<file path="src/rtl/serial_sub_pkg.sv">
// Shared types and limits for the bit-serial subtractor.
package serial_sub_pkg;

  typedef enum logic [1:0] {
    IDLE  = 2'd0,
    SHIFT = 2'd1,
    DONE  = 2'd2
  } sub_state_t;

  localparam int SUB_MAX_WIDTH = 16;

endpackage

</file>
<file path="src/rtl/full_subtractor.sv">
// Single-bit full subtractor cell: d = x - y - bi with borrow-out bo.
module full_subtractor (
  input  logic x,
  input  logic y,
  input  logic bi,
  output logic d,
  output logic bo
);

  assign d  = x ^ y ^ bi;
  assign bo = (~x & y) | (~x & bi) | (y & bi);

endmodule

</file>
<file path="src/rtl/serial_subtractor.sv">
// Bit-serial a - b, LSB first, one full-subtractor cell plus a borrow flop.
// Optional signed-overflow output enabled by defining SERIAL_SUB_OVERFLOW_EN.
module serial_subtractor
  import serial_sub_pkg::*;
#(
  parameter int WIDTH = 8
) (
  input  logic             clk,
  input  logic             rst,
  input  logic             start,
  input  logic [WIDTH-1:0] a,
  input  logic [WIDTH-1:0] b,
  output logic [WIDTH-1:0] diff,
  output logic             borrow,
  output logic             busy,
  output logic             done
`ifdef SERIAL_SUB_OVERFLOW_EN
  ,
  output logic             ovf
`endif
);

  localparam int CW = $clog2(WIDTH);
  localparam logic [CW-1:0] CNT_LAST = CW'(WIDTH - 1);

  sub_state_t       state_q, state_d;
  logic [WIDTH-1:0] a_sr_q, a_sr_d;
  logic [WIDTH-1:0] b_sr_q, b_sr_d;
  logic [WIDTH-1:0] res_sr_q, res_sr_d;
  logic [WIDTH-1:0] diff_q, diff_d;
  logic [CW-1:0]    cnt_q, cnt_d;
  logic             bflop_q, bflop_d;
  logic             borrow_q, borrow_d;
  logic             busy_q, busy_d;
  logic             done_q, done_d;
  logic             d_bit, bo_bit;
`ifdef SERIAL_SUB_OVERFLOW_EN
  logic             amsb_q, amsb_d;
  logic             bmsb_q, bmsb_d;
  logic             ovf_q, ovf_d;
`endif

  full_subtractor u_fs (
    .x  (a_sr_q[0]),
    .y  (b_sr_q[0]),
    .bi (bflop_q),
    .d  (d_bit),
    .bo (bo_bit)
  );

  always_comb begin
    state_d  = state_q;
    a_sr_d   = a_sr_q;
    b_sr_d   = b_sr_q;
    res_sr_d = res_sr_q;
    diff_d   = diff_q;
    cnt_d    = cnt_q;
    bflop_d  = bflop_q;
    borrow_d = borrow_q;
    busy_d   = busy_q;
    done_d   = 1'b0;
`ifdef SERIAL_SUB_OVERFLOW_EN
    amsb_d   = amsb_q;
    bmsb_d   = bmsb_q;
    ovf_d    = ovf_q;
`endif
    unique case (state_q)
      IDLE: begin
        if (start) begin
          a_sr_d   = a;
          b_sr_d   = b;
          res_sr_d = '0;
          bflop_d  = 1'b0;
          cnt_d    = '0;
          busy_d   = 1'b1;
          state_d  = SHIFT;
`ifdef SERIAL_SUB_OVERFLOW_EN
          amsb_d   = a[WIDTH-1];
          bmsb_d   = b[WIDTH-1];
`endif
        end
      end
      SHIFT: begin
        a_sr_d   = a_sr_q >> 1;
        b_sr_d   = b_sr_q >> 1;
        res_sr_d = {d_bit, res_sr_q[WIDTH-1:1]};
        bflop_d  = bo_bit;
        // Hold the counter on the last bit so it never wraps.
        if (cnt_q == CNT_LAST) begin
          state_d = DONE;
          done_d  = 1'b1;
        end else begin
          cnt_d = cnt_q + CW'(1);
        end
      end
      DONE: begin
        diff_d   = res_sr_q;
        borrow_d = bflop_q;
        busy_d   = 1'b0;
        state_d  = IDLE;
`ifdef SERIAL_SUB_OVERFLOW_EN
        ovf_d    = (amsb_q ^ bmsb_q) & (amsb_q ^ res_sr_q[WIDTH-1]);
`endif
      end
      default: state_d = IDLE;
    endcase
  end

  always_ff @(posedge clk) begin
    if (rst) begin
      state_q  <= IDLE;
      a_sr_q   <= '0;
      b_sr_q   <= '0;
      res_sr_q <= '0;
      diff_q   <= '0;
      cnt_q    <= '0;
      bflop_q  <= 1'b0;
      borrow_q <= 1'b0;
      busy_q   <= 1'b0;
      done_q   <= 1'b0;
`ifdef SERIAL_SUB_OVERFLOW_EN
      amsb_q   <= 1'b0;
      bmsb_q   <= 1'b0;
      ovf_q    <= 1'b0;
`endif
    end else begin
      state_q  <= state_d;
      a_sr_q   <= a_sr_d;
      b_sr_q   <= b_sr_d;
      res_sr_q <= res_sr_d;
      diff_q   <= diff_d;
      cnt_q    <= cnt_d;
      bflop_q  <= bflop_d;
      borrow_q <= borrow_d;
      busy_q   <= busy_d;
      done_q   <= done_d;
`ifdef SERIAL_SUB_OVERFLOW_EN
      amsb_q   <= amsb_d;
      bmsb_q   <= bmsb_d;
      ovf_q    <= ovf_d;
`endif
    end
  end

  assign diff   = diff_q;
  assign borrow = borrow_q;
  assign busy   = busy_q;
  assign done   = done_q;
`ifdef SERIAL_SUB_OVERFLOW_EN
  assign ovf    = ovf_q;
`endif

endmodule

</file>
<file path="config.mk">
export PLATFORM = sky130hd
export DESIGN_NAME = serial_subtractor
export DESIGN_NICKNAME = d
export VERILOG_FILES = /design/src/rtl/serial_sub_pkg.sv /design/src/rtl/full_subtractor.sv /design/src/rtl/serial_subtractor.sv
export SDC_FILE = /design/constraint.sdc
export NUM_CORES = 1
export LEC_CHECK = 0
export ABC_AREA = 1
export CAP_MARGIN = 20
export CORE_MARGIN = 8
export CORE_UTILIZATION = 45
export DETAILED_ROUTE_END_ITERATION = 7
export GPL_TIMING_DRIVEN = 0
export PLACE_DENSITY = 0.78
export SYNTH_ARGS = -nofsm -noshare
export SYNTH_HDL_FRONTEND = slang
export SYNTH_SLANG_ARGS = --single-unit
</file>
<file path="constraint.sdc">
create_clock -name clk -period 2.05 [get_ports clk]
set_input_delay 0.205 -clock clk [delete_from_list [all_inputs] [get_ports clk]]
set_output_delay 0.205 -clock clk [all_outputs]
set_load 0.02 [all_outputs]
</file>
==> results of run 1 <==
-- metrics by stage --
| stage | cells | total power, mW | utilization (%) | area [um2] | hold slack, ns |
|---|---|---|---|---|---|
| 3_5_place_dp | 347 | 1.10 | 55.0 | 2170 | 0.453 |
| 5_1_grt | 355 | 1.75 | 57.6 | 2270 | 0.297 |
| 4_1_cts | 355 | 1.68 | 57.6 | 2270 | 0.252 |
| 6_report | 355 | 1.65 | 57.6 | 2270 | 0.253 |
| 2_1_floorplan | 269 | 1.02 | - | 1830 | 0.369 |
| 3_3_place_gp | 347 | 1.09 | 55.0 | 2170 | 0.448 |
-- path summary, 6_finish.rpt --
check	from	to	slack (ns)	cells after the start
worst max-delay path	diff[6]	diff[6]	0.61	1
worst min-delay path	rst	b_sr_q[7]	0.25	2
worst max register to register	bflop_q	res_sr_q[7]	0.73	3
worst min register to register	a_sr_q[7]	a_sr_q[7]	0.46	2
-- flip-flops by register name, summed over array words and instances (netlist names) --
signal	flops
cnt_q	3
diff	8
state_q	2
busy	1
a_sr_q	8
res_sr_q	8
borrow	1
b_sr_q	8
bflop_q	1
done	1
-- cell usage in the layout, fill, tap and decap left out --
| master | instances |
|---|---|
| sky130_fd_sc_hd__inv_1 | 23 |
| sky130_fd_sc_hd__buf_6 | 5 |
| sky130_fd_sc_hd__nand2_4 | 1 |
| sky130_fd_sc_hd__o21ai_0 | 9 |
| sky130_fd_sc_hd__buf_2 | 2 |
| sky130_fd_sc_hd__nor2_4 | 1 |
| sky130_fd_sc_hd__clkinv_2 | 1 |
| sky130_fd_sc_hd__ha_1 | 2 |
| sky130_fd_sc_hd__nor3_1 | 3 |
| sky130_fd_sc_hd__nor2_1 | 57 |
| sky130_fd_sc_hd__o21ai_2 | 1 |
| sky130_fd_sc_hd__a21oi_1 | 13 |
| sky130_fd_sc_hd__nand2_1 | 96 |
| sky130_fd_sc_hd__clkbuf_8 | 7 |
| sky130_fd_sc_hd__clkdlybuf4s50_1 | 28 |
| sky130_fd_sc_hd__or2_2 | 1 |
| sky130_fd_sc_hd__buf_4 | 4 |
| sky130_fd_sc_hd__nand3_1 | 5 |
| sky130_fd_sc_hd__inv_2 | 2 |
| sky130_fd_sc_hd__fa_1 | 1 |
| sky130_fd_sc_hd__clkbuf_1 | 2 |
| sky130_fd_sc_hd__dfxtp_1 | 41 |
-- where the power goes --
group          internal, mW  leakage, nW  switching (mW)
Sequential            0.832        0.335          0.0182
Combinational         0.105        0.669           0.123
Clock                 0.304       0.0542           0.273
Total                  1.24         1.06           0.413
-- area by class of cell --
cell class / instances / area (um2) / area share [%]
flip-flops and latches: 41 / 821 / 36.2
multi-input cells: 190 / 807 / 35.6
repair buffers: 28 / 280 / 12.3
plain buffers: 13 / 104 / 4.58
clock buffers: 7 / 96.3 / 4.24
inverters: 25 / 93.8 / 4.13
well taps: 50 / 62.6 / 2.76
clock inverters: 1 / 5.00 / 0.221
-- cell families (layout without fill, tap and decap cells) --
logic type	count (synthesis)	count (layout)	synth area share (%)
AND/OR/NAND/NOR	164	164	35.2
AO/OA/AOI/OAI	23	23	6.51
flip-flops	41	41	45.0
adder cells (fa/ha/maj)	3	3	2.47
buffers and inverters	38	74	10.8
-- routing by layer --
layer	share of wire [%]	up-vias
li1	-	877
met3	4.8	10
met2	46	24
met1	47	699
met5	0	-
met4	2.2	0
==> qor.log, run 1 <==
qor: synth.ys_dominant_reg_cell sky130_fd_sc_hd__dfxtp_1
qor: layout.area_growth 24.3%
qor: timing.hold_viol_final 0
qor: timing.finalWorstSetupSlack 0.609 ns
qor: timing.setup_viol_count_final 0
qor: critical_path.worst-path-buf-inv 1
qor: clock_network.tritoncts done
qor: floorplanning.die_w 79.7 um
qor: critical_path.timing.critical_path.slowest_stage_cell sky130_fd_sc_hd__clkdlybuf4s50_1
qor: synth.netlist_top_cells_count sky130_fd_sc_hd__nand2_1 (96), sky130_fd_sc_hd__nor2_1 (57), sky130_fd_sc_hd__dfxtp_1 (41), sky130_fd_sc_hd__inv_1 (23), sky130_fd_sc_hd__a21oi_1 (13)
qor: clock_network.cts_hold_buffers 0
qor: grt.grt_pass1_vias 1535
qor: critical_path.worstSetupPathType reg -> out
qor: timing.slew_headroom 70.5%
qor: layout.antenna-diode-count 0
qor: clock_network.htree_levels 2
qor: power_and_ir_drop.leakage 1.06 nW
qor: clock_network.cts.sinks 41
qor: synth.netlist-cell-type-count 19
qor: synth.synth_enable_flop_cells 0
qor: grt.grt_antenna_before_repair 0
qor: min_path.timing.hold.worst.class in -> reg
qor: clock_network.cts-root-buf sky130_fd_sc_hd__clkbuf_8
qor: grt.grt_first_pass_wirelength 6.56 mm
qor: layout.layout.filler_cells 383
qor: placement.placer_congestion_estimate 0.772
qor: grt.grt_util_met2 21.1%
qor: clock_network.clock_insertion_delay_worst_skew 0.29 ns
qor: synth.synthesized_area_divided_by_synthesized_cell_count 6.79 um2
qor: placement.preCtsSetupSlack 0.570 ns
qor: placement.port-buffer-count 28
qor: drt.remaining_drc_errors 0
qor: drt.ant_nets 0
qor: synth.syn_nets 291
qor: synth.synth-async-reset-ratio 0%
qor: critical_path.worst_ep_required_time 1.85 ns
qor: timing.tightest_slew 0.442 ns
qor: synth.yosysTopAreaCell sky130_fd_sc_hd__dfxtp_1
qor: timing.fin_tns_setup 0 ns
qor: timing.period_needed 1.44 ns
qor: grt.use_met3 4.62%
qor: critical_path.arrival 1.24 ns
qor: clock_network.numCtsBuffers 5
qor: critical_path.worst_path_dominant_cell_family buffers and inverters
qor: floorplanning.die_h 79.7 um
qor: drt.route.vias.total 1610
qor: layout.final_layout_size_suffix_gt1_share 8.20%
qor: drt.detail_route.first_pass.iterations 4
qor: synth.post_synth_inst_count 269
qor: power_and_ir_drop.maximum_resistive_drop_on_vdd 630 uV
qor: synth.synth_sequential_area_ratio 45.0%
qor: clock_network.clkSlewWorstSetupHoldPaths 0.08 ns
qor: placement.dp.final_hpwl 2.73 mm
qor: critical_path.end_kind primary output
qor: floorplanning.fp.coreArea 0.00394 mm2
qor: synth.yosysWarnings 0
qor: grt.grt_max_degree 13
qor: synth.synthMostInstantiatedCell sky130_fd_sc_hd__nand2_1
qor: synth.synth_top_area_share 45.0%
qor: critical_path.max_fo_critical_path 2
qor: timing.total_count_of_max_transition_violations_in_the_final_report 0
qor: drt.vias_per_cell 4.54
qor: grt.global_route.peak_usage_layer met2
qor: critical_path.timing.critical_path.cells clkdlybuf4s50_1
qor: layout.finalNetCount 326
qor: floorplanning.initial_cell_density_of_the_core 46.3%
qor: drt.first_iter_violations 77
qor: timing.timing.fmax 694 MHz
qor: grt.groute.layer.met1.usage 14.2%
qor: drt.wl 3.82 mm
qor: power_and_ir_drop.power_density 729 mW/mm2
qor: floorplanning.placement_rows 23
qor: timing.period_share 70.3%
qor: status.status finished, final reports clean
qor: grt.grt-ovfl-total 0
qor: timing.rsz0062_at_grt no
qor: floorplanning.top_level_ports 30
qor: drt.wire_per_inst 10.8 um
qor: flow_run.max_cap_violations 0
qor: synth.yosys-top-cells-area sky130_fd_sc_hd__dfxtp_1 (45%), sky130_fd_sc_hd__nand2_1 (20%), sky130_fd_sc_hd__nor2_1 (12%)
qor: critical_path.critical_path.max_stage_delay 0.60 ns
qor: critical_path.crit_path_start_kind flip-flop
qor: clock_network.post_cts.repair.setup_buffers 0
qor: clock_network.cts_repair_resize_count 0
qor: synth.summed_instance_area_of_the_synthesized_netlist 0.00183 mm2
qor: grt.overall_routing_resource_usage 12.8%
qor: floorplanning.die_area 0.00635 mm2
qor: timing.clock-skew-final 0.0104 ns
qor: clock_network.cts_max_path_buffers 2
qor: synth.synth-seq-cells 41
No activity file was read; power rests on OpenSTA's default activity.
==> run 2, diff against run 1 <==
- PLACE_DENSITY: 0.78 -> 0.81
- clock period: 2.05 -> 1.2 ns (I/O delays scaled with it)
==> qor.log, run 2 (synthesis results as in run 1) <==
qor: layout.layout.filler_cells 372
qor: grt.grt_max_degree 12
qor: drt.route.vias.total 1662
qor: layout.most_common_library_cell_in_the_layout_ignoring_fill_and_taps sky130_fd_sc_hd__nand2_1
qor: min_path.hold_path.startpoint rst
qor: placement.placer_congestion_estimate 0.772
qor: drt.first_iter_violations 112
qor: timing.clock-skew-final 0.00598 ns
qor: drt.detail_route.first_pass.iterations 4
qor: layout.area_growth 29.4%
qor: timing.period_share 100%
qor: clock_network.htree_levels 2
qor: layout.multiInputGateArea 867 um2
qor: clock_network.cts_max_path_buffers 2
qor: status.failed_checks setup timing
qor: timing.timing.fmax 829 MHz
qor: grt.grt_first_pass_wirelength 6.78 mm
qor: timing.finalWorstSetupSlack -0.00557 ns
qor: critical_path.worst-r2r-cell-count 3
qor: placement.dp.final_hpwl 2.85 mm
qor: power_and_ir_drop.maximum_resistive_drop_on_vdd 736 uV
qor: floorplanning.die_w 79.7 um
qor: grt.grt_antenna_before_repair 0
qor: min_path.hold_path_end bflop_q
qor: clock_network.clock_insertion_delay_worst_skew 0.30 ns
qor: power_and_ir_drop.power_density 1160 mW/mm2
qor: timing.period_needed 1.21 ns
qor: grt.overall_routing_resource_usage 13.3%
qor: clock_network.cts.sinks 41
qor: drt.remaining_drc_errors 0
qor: critical_path.r2r_end res_sr_q[7]
qor: floorplanning.die_h 79.7 um
qor: floorplanning.top_level_ports 30
qor: clock_network.tritoncts done
qor: layout.postLayoutCoreUtil 59.9%
qor: grt.grt-ovfl-total 0
qor: min_path.timing.hold.worst.class in -> reg
qor: clock_network.numCtsBuffers 5
qor: critical_path.worst_ep_required_time 1.44 ns
qor: placement.port-buffer-count 28
qor: timing.rsz0062_at_grt yes
qor: timing.hold_viol_final 0
qor: critical_path.regToRegStartpoint bflop_q
qor: clock_network.cts_hold_buffers 0
qor: layout.antenna-diode-count 0
qor: floorplanning.placement_rows 23
qor: critical_path.arrival 1.44 ns
qor: timing.total_count_of_max_transition_violations_in_the_final_report 0
qor: clock_network.clkSlewWorstSetupHoldPaths 0.08 ns
qor: power_and_ir_drop.leakage 1.14 nW
qor: floorplanning.initial_cell_density_of_the_core 46.3%
qor: floorplanning.fp.coreArea 0.00394 mm2
qor: drt.ant_nets 0
qor: grt.grt_pass1_vias 1625
qor: critical_path.end_kind flip-flop
qor: critical_path.worstSetupPathType reg -> reg
qor: layout.final_layout_size_suffix_gt1_share 15.5%
qor: flow_run.max_cap_violations 0
qor: status.status finished, violations left
qor: timing.setup_viol_count_final 1
qor: layout.most-common-layout-cells sky130_fd_sc_hd__nand2_1 (94), sky130_fd_sc_hd__nor2_1 (54), sky130_fd_sc_hd__dfxtp_1 (35)
qor: timing.slew_headroom 67.5%
qor: drt.wire_per_inst 11.9 um
qor: critical_path.crit_path_start_kind flip-flop
qor: layout.seqCellArea 828 um2
qor: min_path.worst_hold_path.num_cells 2
qor: critical_path.register_to_register_path_setup_slack -0.006 ns
qor: clock_network.cts-root-buf sky130_fd_sc_hd__clkbuf_8
qor: timing.tightest_slew 0.488 ns
qor: critical_path.max_fo_critical_path 2
qor: floorplanning.die_area 0.00635 mm2
qor: drt.wl 4.27 mm
qor: drt.vias_per_cell 4.63
qor: layout.finalNetCount 332
qor: placement.preCtsSetupSlack -0.185 ns
## run 2: cell count changes in the layout (fill, tap and decap cells not counted), sizes merged
cell,before,now
clkdlybuf4s50,28,17
dlygate4sd2,0,11
buf,11,17
clkbuf,9,7
## run 2: report_power, final
part	internal [mW]	switching, mW
Clock	0.383	0.461
Sequential	1.42	0.0375
Combinational	0.210	0.232
Total	2.02	0.731
## run 2: metrics by stage
| stage | cells | setup TNS, ns | total power, mW | cell area [um2] | hold slack (ns) |
|---|---|---|---|---|---|
| after floorplan | 269 | 0 | 1.75 | 1830 | 0.284 |
| after global placement | 347 | -2.85 | 1.87 | 2170 | 0.449 |
| after detailed placement | 347 | -3.46 | 1.88 | 2170 | 0.455 |
| after CTS | 354 | -0.0370 | 2.72 | 2250 | 0.144 |
| after global routing | 359 | -0.250 | 2.87 | 2360 | 0.204 |
| final | 359 | -0.00557 | 2.75 | 2360 | 0.164 |
## run 2: how the worst max path moves through the flow
stage	cells after the start	start	slack (ns)	endpoint
2_1_floorplan	3	bflop_q	0.002	res_sr_q[7]
3_3_place_gp	6	start	-0.16	b_sr_q[0]
3_5_place_dp	6	start	-0.18	a_sr_q[1]
4_1_cts	3	bflop_q	-0.03	res_sr_q[7]
5_1_grt	8	state_q[0]	-0.05	a_sr_q[0]
6_report	3	bflop_q	-0.006	res_sr_q[7]
## run 2: cell type report
| type | instances | share of cell area [%] |
|---|---|---|
| repair buffers | 34 | 13.2 |
| clock buffers | 5 | 2.91 |
| flip-flops and latches | 41 | 35.1 |
| inverters | 25 | 4.18 |
| plain buffers | 13 | 5.03 |
| clock inverters | 1 | 0.212 |
| well taps | 50 | 2.65 |
| multi-input cells | 190 | 36.7 |
## run 2: layer usage
layer	share of wire, %	global-route usage [%]
met4	1.4	5.00
met5	0	0
met3	5.2	5.52
met2	47	23.0
met1	46	14.2
## run 2: critical path: stages (launching register included)
cell and delay [ns]:
sky130_fd_sc_hd__dfxtp_2 0.34, sky130_fd_sc_hd__fa_1 0.46, sky130_fd_sc_hd__or2_4 0.24, sky130_fd_sc_hd__a21oi_2 0.11
## run 2: what timing repair did
| action | CTS | global route |
|---|---|---|
| cloned | 0 | 3 |
| resized for setup | 16 | 26 |
| setup endpoints to repair | 15 | 30 |
| pin swaps | 4 | 12 |
| setup buffers | 1 | 2 |
==> run 3, diff against run 2 <==
- GPL_TIMING_DRIVEN: 0 -> 1
==> qor.log, run 3 (synthesis results as in run 1) <==
qor: status.status finished, violations left
qor: status.failed_checks setup timing
qor: timing.timing.fmax 793 MHz
qor: layout.seqCellArea 827 um2
qor: grt.grt_first_pass_wirelength 6.80 mm
qor: floorplanning.die_area 0.00635 mm2
qor: layout.finish.cell_count_without_fillers 352
qor: clock_network.cts-root-buf sky130_fd_sc_hd__clkbuf_8
qor: placement.dp.cells 344
qor: critical_path.timing.critical_path.cells ha_1 > ha_2 > a21oi_1 > nand2_2 > nor2_1 > nor2_1
qor: clock_network.numCtsBuffers 5
qor: layout.finalNetCount 323
qor: critical_path.max_fo_critical_path 4
qor: power_and_ir_drop.power_density 1310 mW/mm2
qor: timing.total_count_of_max_transition_violations_in_the_final_report 0
qor: timing.rsz0062_at_grt yes
qor: floorplanning.die_h 79.7 um
qor: floorplanning.fp.coreArea 0.00394 mm2
qor: timing.hold_viol_final 0
qor: placement.placed_area 0.00218 mm2
qor: layout.stdcell_area 0.00231 mm2
qor: clock_network.htree_levels 2
qor: timing.finalWorstSetupSlack -0.0604 ns
qor: min_path.timing.hold.worst.class in -> reg
qor: critical_path.cp_common_cell sky130_fd_sc_hd__nor2_1
qor: placement.preCtsSetupSlack -0.0661 ns
qor: timing.fin_tns_setup -0.159 ns
qor: timing.clock-skew-final 0.00816 ns
qor: floorplanning.top_level_ports 30
qor: timing.period_share 105%
qor: clock_network.post_cts.repair.setup_buffers 0
qor: critical_path.timing.critical_path.slowest_stage_cell sky130_fd_sc_hd__dfxtp_2
qor: critical_path.worstSetupPathType reg -> reg
qor: drt.route.vias.total 1623
qor: floorplanning.initial_cell_density_of_the_core 46.3%
qor: min_path.hold_path.startpoint a[7]
qor: drt.wl 3.84 mm
qor: floorplanning.placement_rows 23
qor: power_and_ir_drop.leakage 1.11 nW
qor: grt.grt_pass1_vias 1693
qor: placement.port-buffer-count 29
qor: floorplanning.die_w 79.7 um
qor: timing.tightest_slew 0.237 ns
qor: grt.grt_max_degree 40
qor: critical_path.arrival 1.46 ns
qor: critical_path.register_to_register_path_setup_slack -0.06 ns
qor: drt.remaining_drc_errors 0
qor: layout.most-common-layout-cells sky130_fd_sc_hd__nand2_1 (95), sky130_fd_sc_hd__nor2_1 (57), sky130_fd_sc_hd__dfxtp_1 (36)
qor: timing.worst_hold_slack 0.419 ns
qor: flow_run.max_cap_violations 0
qor: layout.most_common_library_cell_in_the_layout_ignoring_fill_and_taps sky130_fd_sc_hd__nand2_1
qor: critical_path.critical_path.max_stage_delay 0.32 ns
qor: grt.grt_antenna_before_repair 0
qor: clock_network.clkSlewWorstSetupHoldPaths 0.08 ns
qor: drt.detail_route.first_pass.iterations 4
qor: drt.wire_per_inst 10.9 um
qor: critical_path.crit_path_start_kind flip-flop
qor: critical_path.critical_path.endpoint cnt_q[1]
qor: clock_network.tritoncts done
qor: layout.final_layout_size_suffix_gt1_share 10.9%
qor: grt.grt-ovfl-total 0
qor: placement.dp.final_hpwl 2.43 mm
qor: placement.placer_congestion_estimate 0.765
qor: power_and_ir_drop.power.total 3.02 mW
qor: critical_path.r2r_end cnt_q[1]
qor: layout.area_growth 26.5%
qor: layout.layout.filler_cells 369
qor: critical_path.worst-r2r-cell-count 6
qor: power_and_ir_drop.maximum_resistive_drop_on_vdd 884 uV
qor: layout.postLayoutCoreUtil 58.6%
qor: critical_path.end_kind flip-flop
qor: layout.multiInputGateArea 823 um2
qor: clock_network.clock_insertion_delay_worst_skew 0.30 ns
qor: layout.antenna-diode-count 0
qor: drt.first_iter_violations 131
qor: critical_path.regToRegStartpoint cnt_q[0]
qor: clock_network.cts_max_path_buffers 2
qor: critical_path.worst_ep_required_time 1.40 ns
qor: timing.setup_viol_count_final 4
qor: timing.slew_headroom 84.2%
qor: clock_network.cts.sinks 41
qor: timing.period_needed 1.26 ns
qor: drt.vias_per_cell 4.61
qor: grt.overall_routing_resource_usage 13.3%
qor: drt.ant_nets 0
qor: critical_path.worst_setup_path_startpoint cnt_q[0]
## run 3: cell types whose count changed in the layout (fill, tap and decap cells not counted), sizes merged
cell	previous run	this run
buf	17	9
clkbuf	7	6
clkdlybuf4s50	17	18
bufinv	0	1
clkinv	1	0
clkinvlp	0	1
## run 3: final cells by class
type                       count  share of cell area (%)
tap                           50                    2.71
multi-input combinational    190                    35.7
clock buffer                   6                    3.58
clock inverter                 2                    1.63
inverter                      25                    4.07
timing repair buffer          38                    16.5
sequential                    41                    35.8
## run 3: timing repair
action / in CTS / in global routing
resized for setup: 16 / 4
endpoints found under the hold margin: 0 / 0
endpoints found under the setup margin: 20 / 36
cloned: 0 / 0
hold buffers: 0 / 0
pin swaps: 4 / 0
## run 3: report_power, final
group / leakage [nW] / switching (mW) / internal [mW]
logic: 0.720 / 0.206 / 0.182
registers: 0.337 / 0.0366 / 1.42
clock network: 0.0574 / 0.493 / 0.676
## run 3: worst min-delay path by stage
stage	to	slack, ns	cells after the start
5_1_grt	a_sr_q[7]	0.43	3
3_5_place_dp	b_sr_q[7]	0.45	2
2_1_floorplan	a_sr_q[7]	0.28	2
3_3_place_gp	b_sr_q[7]	0.45	2
4_1_cts	a_sr_q[7]	0.41	3
6_report	a_sr_q[7]	0.42	3
## run 3: layer usage
layer  up-vias  track usage [%]  part of all wire [%]
met1       717             13.4                    45
met4         0             5.74                   2.1
li1        870                -                     -
met2        27             23.6                    48
met5         -                0                     0
met3         9             5.18                   5.5
## run 3: worst max-delay path: cells and delay by family, from the launching register on
family / cells / cell delay (ns)
AO/OA/AOI/OAI: 1 / 0.18
adder cells (fa/ha/maj): 2 / 0.38
flip-flops: 1 / 0.32
AND/OR/NAND/NOR: 3 / 0.29
